File: config.mk
export PLATFORM = sky130hd
export DESIGN_NAME = w_wb_grf
export DESIGN_NICKNAME = d
export VERILOG_FILES = /design/src/rtl/cpu_defs.sv /design/src/rtl/grf_core.sv /design/src/rtl/w_wb_grf.sv
export SDC_FILE = /design/constraint.sdc
export NUM_CORES = 2
export LEC_CHECK = 0
export ABC_CLOCK_PERIOD_IN_PS = 8680
export CAP_MARGIN = 20
export CORE_UTILIZATION = 25
export DETAILED_ROUTE_END_ITERATION = 10
export HOLD_SLACK_MARGIN = 0.12
export SLEW_MARGIN = 40
export SYNTH_ARGS = -nofsm -noshare
export SYNTH_HDL_FRONTEND = slang
export SYNTH_SLANG_ARGS = --single-unit
File: constraint.sdc
create_clock -name clk -period 8.68 [get_ports clk]
set_input_delay 1.736 -clock clk [delete_from_list [all_inputs] [get_ports clk]]
set_output_delay 1.736 -clock clk [all_outputs]
set_load 0.01 [all_outputs]
File: src/rtl/cpu_defs.sv
// cpu_defs: shared writeback-select encodings and register-file constants.
package cpu_defs;
    typedef enum logic [1:0] {
        WB_ALU  = 2'd0,
        WB_DM   = 2'd1,
        WB_LINK = 2'd2,
        WB_HILO = 2'd3
    } wb_sel_e;
    localparam logic [4:0]  REG_ZERO       = 5'd0;
    localparam logic [31:0] PC_LINK_OFFSET = 32'd8;
endpackage

File: src/rtl/grf_core.sv
// grf_core: register storage with async active-low clear, one write port, two raw read ports.
//   clk, reset (active-low async clear), we/wa/wd write port, ra1/ra2 -> rd1/rd2 raw reads.
module grf_core
    import cpu_defs::*;
#(
    parameter int NREG = 32,
    parameter int AW   = $clog2(NREG)
) (
    input  logic          clk,
    input  logic          reset,
    input  logic          we,
    input  logic [AW-1:0] wa,
    input  logic [31:0]   wd,
    input  logic [AW-1:0] ra1,
    input  logic [AW-1:0] ra2,
    output logic [31:0]   rd1,
    output logic [31:0]   rd2
);
    logic [31:0] mem [NREG];
    always_ff @(posedge clk or negedge reset) begin
        if (!reset) begin
            for (int i = 0; i < NREG; i++) mem[i] <= '0;
        end else if (we) begin
            mem[wa] <= wd;
        end
    end
    assign rd1 = mem[ra1];
    assign rd2 = mem[ra2];
endmodule

File: src/rtl/w_wb_grf.sv
// w_wb_grf: W-stage writeback mux, register file with W->D bypass, commit trace and write counter.
//   clk, reset (async active-low); W_* writeback inputs; D_A1/D_A2 -> D_RD1/D_RD2 combinational reads;
//   W_WD selected writeback data; trace_* registered record of the last cycle's commit; wr_count commits.
module w_wb_grf
    import cpu_defs::*;
#(
    parameter int          NREG      = 32,
    parameter logic [31:0] PC_OFFSET = PC_LINK_OFFSET,
    localparam int         AW        = $clog2(NREG)
) (
    input  logic          clk,
    input  logic          reset,
    input  logic [31:0]   W_PC,
    input  logic          W_RegWrite,
    input  logic [1:0]    W_MemtoReg,
    input  logic [AW-1:0] W_A3,
    input  logic [31:0]   W_ALU_C,
    input  logic [31:0]   W_HILO,
    input  logic [31:0]   W_DM_RD,
    input  logic [AW-1:0] D_A1,
    input  logic [AW-1:0] D_A2,
    output logic [31:0]   D_RD1,
    output logic [31:0]   D_RD2,
    output logic [31:0]   W_WD,
    output logic          trace_valid,
    output logic [31:0]   trace_pc,
    output logic [AW-1:0] trace_a3,
    output logic [31:0]   trace_wd,
    output logic [31:0]   wr_count
);
    localparam logic [AW-1:0] ZERO = AW'(REG_ZERO);
    logic        commit;
    logic [31:0] raw1, raw2;
    assign commit = W_RegWrite && W_A3 != ZERO;
    always_comb begin
        W_WD = W_MemtoReg == WB_DM   ? W_DM_RD :
               W_MemtoReg == WB_LINK ? W_PC + PC_OFFSET :
               W_MemtoReg == WB_HILO ? W_HILO : W_ALU_C;
    end
    grf_core #(.NREG(NREG), .AW(AW)) u_core (
        .clk (clk),
        .reset (reset),
        .we  (commit),
        .wa  (W_A3),
        .wd  (W_WD),
        .ra1 (D_A1),
        .ra2 (D_A2),
        .rd1 (raw1),
        .rd2 (raw2)
    );
    // Reads are forced to zero while reset is held so a pending bypass cannot leak out.
    assign D_RD1 = (!reset || D_A1 == ZERO) ? '0 : (commit && D_A1 == W_A3) ? W_WD : raw1;
    assign D_RD2 = (!reset || D_A2 == ZERO) ? '0 : (commit && D_A2 == W_A3) ? W_WD : raw2;
    always_ff @(posedge clk or negedge reset) begin
        if (!reset) begin
            trace_valid <= 1'b0;
            trace_pc    <= '0;
            trace_a3    <= '0;
            trace_wd    <= '0;
            wr_count    <= '0;
        end else begin
            trace_valid <= commit;
            if (commit) begin
                trace_pc <= W_PC;
                trace_a3 <= W_A3;
                trace_wd <= W_WD;
                wr_count <= wr_count + 32'd1;
            end
        end
    end
endmodule
==> results.cfg <==
[grt]
grt_pass1_wl_mm = 336
grt_pass1_vias = 46200
grt_usage_pct = 19.4
grt_max_degree = 120
antenna_found_initial = 16
overflow = 0

[cells_and_area]
fin_util_pct = 29.9
multi_input_area_um2 = 28400
seq_area_um2 = 28200
n_fill_cell = 23700
layout-drive-gt1-share_pct = 16.4
syn_to_final_growth_pct = 18.8
fin_nets = 5773

[clocking]
cts_max_path_buffers = 3
path_clk_slew_ns = 0.06
cts_buffers = 110
holdBufCountCts = 0
cts_tree = done
worstSkewPairLatency_ns = 0.78
cts_resized = 0
post_cts_buffers = 0
cts_sinks = 1126
clockRootBuffer = clkbuf_16
cts.htree.levels = 3

[placed_design]
place_hpwl_mm = 148
routabilityCongestion = 0.913
place_ws_ns = 1.06
port_buffers = 345

[setup_path]
reg2reg_from = wr_count[7]
crit_path_max_fanout = 35
criticalPathCategory = primary input to output port
critical_path.endpoint = D_RD1[0]
required_ns = 6.94
r2r_slack_ns = 6.74
worstRegToRegCells = 6
critPathCaptureType = output port
worstPathArrival_ns = 5.94
crit_start = W_A3[1]
crit_path_start_kind = primary input
rr_endpoint = wr_count[26]

[sta]
slew_violations = 0
setup_viol = 0
fin_ws_ns = 1.01
rsz0062_at_grt = false
timing.hold.ws_ns = 0.402
tightest_slew_ns = 1.03
slew_headroom_pct = 30.9
layout_min_cycle_time_ns = 7.67
fin_tns_setup_ns = 0
hold_violations = 0
fmax_mhz = 130
fin_skew_ns = 0.00538
fin_crit_sh_pct = 88.4

[synthesis]
syn_inst = 5560
async_reset_ff_share_pct = 100
ys_seq_area_share_pct = 48.1
synth_edf_count = 0
synth_fp_nets = 5710
yosysMostFrequentCell = nand2_1
synth.distinct_cells = 63
synth_area_um2 = 58600
yosys.area.top_type = dfrtp_1
yosys_warnings = 0
synth_area_leaders = dfrtp_1 48%, mux4_2 16%, o21ai_0 9.0%
synth_seq_cells = 1126
post_synth.cell_area_avg_um2 = 10.5
synth-main-ff-cell = dfrtp_1
synth_common_cells = 1232 x nand2_1, 1126 x dfrtp_1, 1057 x o21ai_0
synth_top_area_share_pct = 48.1

[routing]
via_count = 46800
wl_per_cell_um = 26.3
drt_pass1_iterations = 6
met1_length_mm = 87.1
via_per_inst = 5.29
ant_nets = 0
wl_mm = 233
drtIter0Drc = 4856
drc = 0
highest_layer = met4
wl_met2_mm = 108
dr_wl_met3_mm = 17.2

[pwr]
leakagePower_nw = 29.5
power-per-cell-area_nw_per_um2 = 225
ir_drop_mv = 0.186

[die]
die_x_um = 486
start_util_pct = 25.2
die_area_um2 = 236000
die_h_um = 486
row_count = 177
io_pins = 346
core_area_um2 = 233000

[worst_hold_path]
hp-class = register to register
hp-start = u_core.mem[1002]

[flow_run]
drv_cap = 0

[status]
status = complete, no violations
[cells by family after synthesis]
logic type	share of synthesized area, %
compound gates	15.2
xor+xnor	0.942
fa+ha+maj	0.0427
buf+inv	4.09
flops	48.1
mux	21.7
simple gates	9.90
[per-layer routing]
metal	vias up	track usage [%]
met5	-	0
met4	0	15.2
met3	690	2.96
met2	2318	31.1
met1	23600	23.4
li1	20100	-
[where the power goes]
group | switching, mW | internal, mW
clock | 2.24 | 2.97
combinational | 1.81 | 1.63
sequential | 0.793 | 6.25
total | 4.84 | 10.8
[worst min-delay path by stage]
stage | depth (start not counted) | slack (ns) | end
floorplan | 1 | 0.45 | u_core.mem[1000]
global placement | 0 | 0.38 | u_core.mem[1011]
detailed placement | 0 | 0.39 | u_core.mem[1004]
CTS | 0 | 0.40 | u_core.mem[1002]
global route | 0 | 0.41 | u_core.mem[1006]
finish | 0 | 0.40 | u_core.mem[1002]
[placed cells by master, fill, tap and decap left out, types with 15 or more instances in the layout]
cell type        instances
a21oi_1                129
a221o_1                 24
bufinv_16               15
nand3_1                 30
mux4_2                 419
xor2_1                  30
o21bai_1                40
dfrtp_1               1126
buf_6                   37
buf_12                  16
o21ai_1                 93
nand2_1               1201
clkbuf_1                20
o21ai_0               1055
mux2_2                  84
buf_4                  113
nor2_1                  73
inv_1                   36
clkbuf_8                20
nor2b_1                 15
a22oi_1                 89
clkinv_2                26
mux2i_1                232
a221oi_1                79
clkbuf_16              112
xnor2_1                 33
nand2_2                 18
nand4_1                 19
clkdlybuf4s50_1        335
[worst max-delay path: stages]
cell and delay [ns]:
clkdlybuf4s50_1 0.62, or2_1 0.36, o41ai_4 0.24, buf_4 0.48, nor3_1 0.19, or3_1 0.74, a21oi_1 0.77, a211o_1 0.18
clkdlybuf4s50_1 0.59
[flip-flops by register name (all words and copies together), names as in the netlist]
name         cells
trace_a3         5
trace_pc        32
trace_valid      1
trace_wd        32
u_core.mem    1024
wr_count        32
[final cells by class]
type | instances | area share, %
Antenna cell | 7 | 0.0252
Multi-Input combinational cell | 3832 | 40.7
Tap cell | 3132 | 5.63
Timing Repair Buffer | 515 | 7.42
Sequential cell | 1126 | 40.5
Clock buffer | 150 | 4.49
Inverter | 38 | 0.208
Clock inverter | 52 | 1.02
[through the flow]
stage / std cells / total power, mW / instance area (µm²)
2_1_floorplan: 5560 / 9.04 / 58600
3_3_place_gp: 8635 / 10.3 / 65400
3_5_place_dp: 8639 / 10.5 / 65600
4_1_cts: 8841 / 15.7 / 69500
5_1_grt: 8846 / 16.3 / 69600
6_report: 8852 / 15.7 / 69600
No activity file was read; power rests on OpenSTA's default activity.
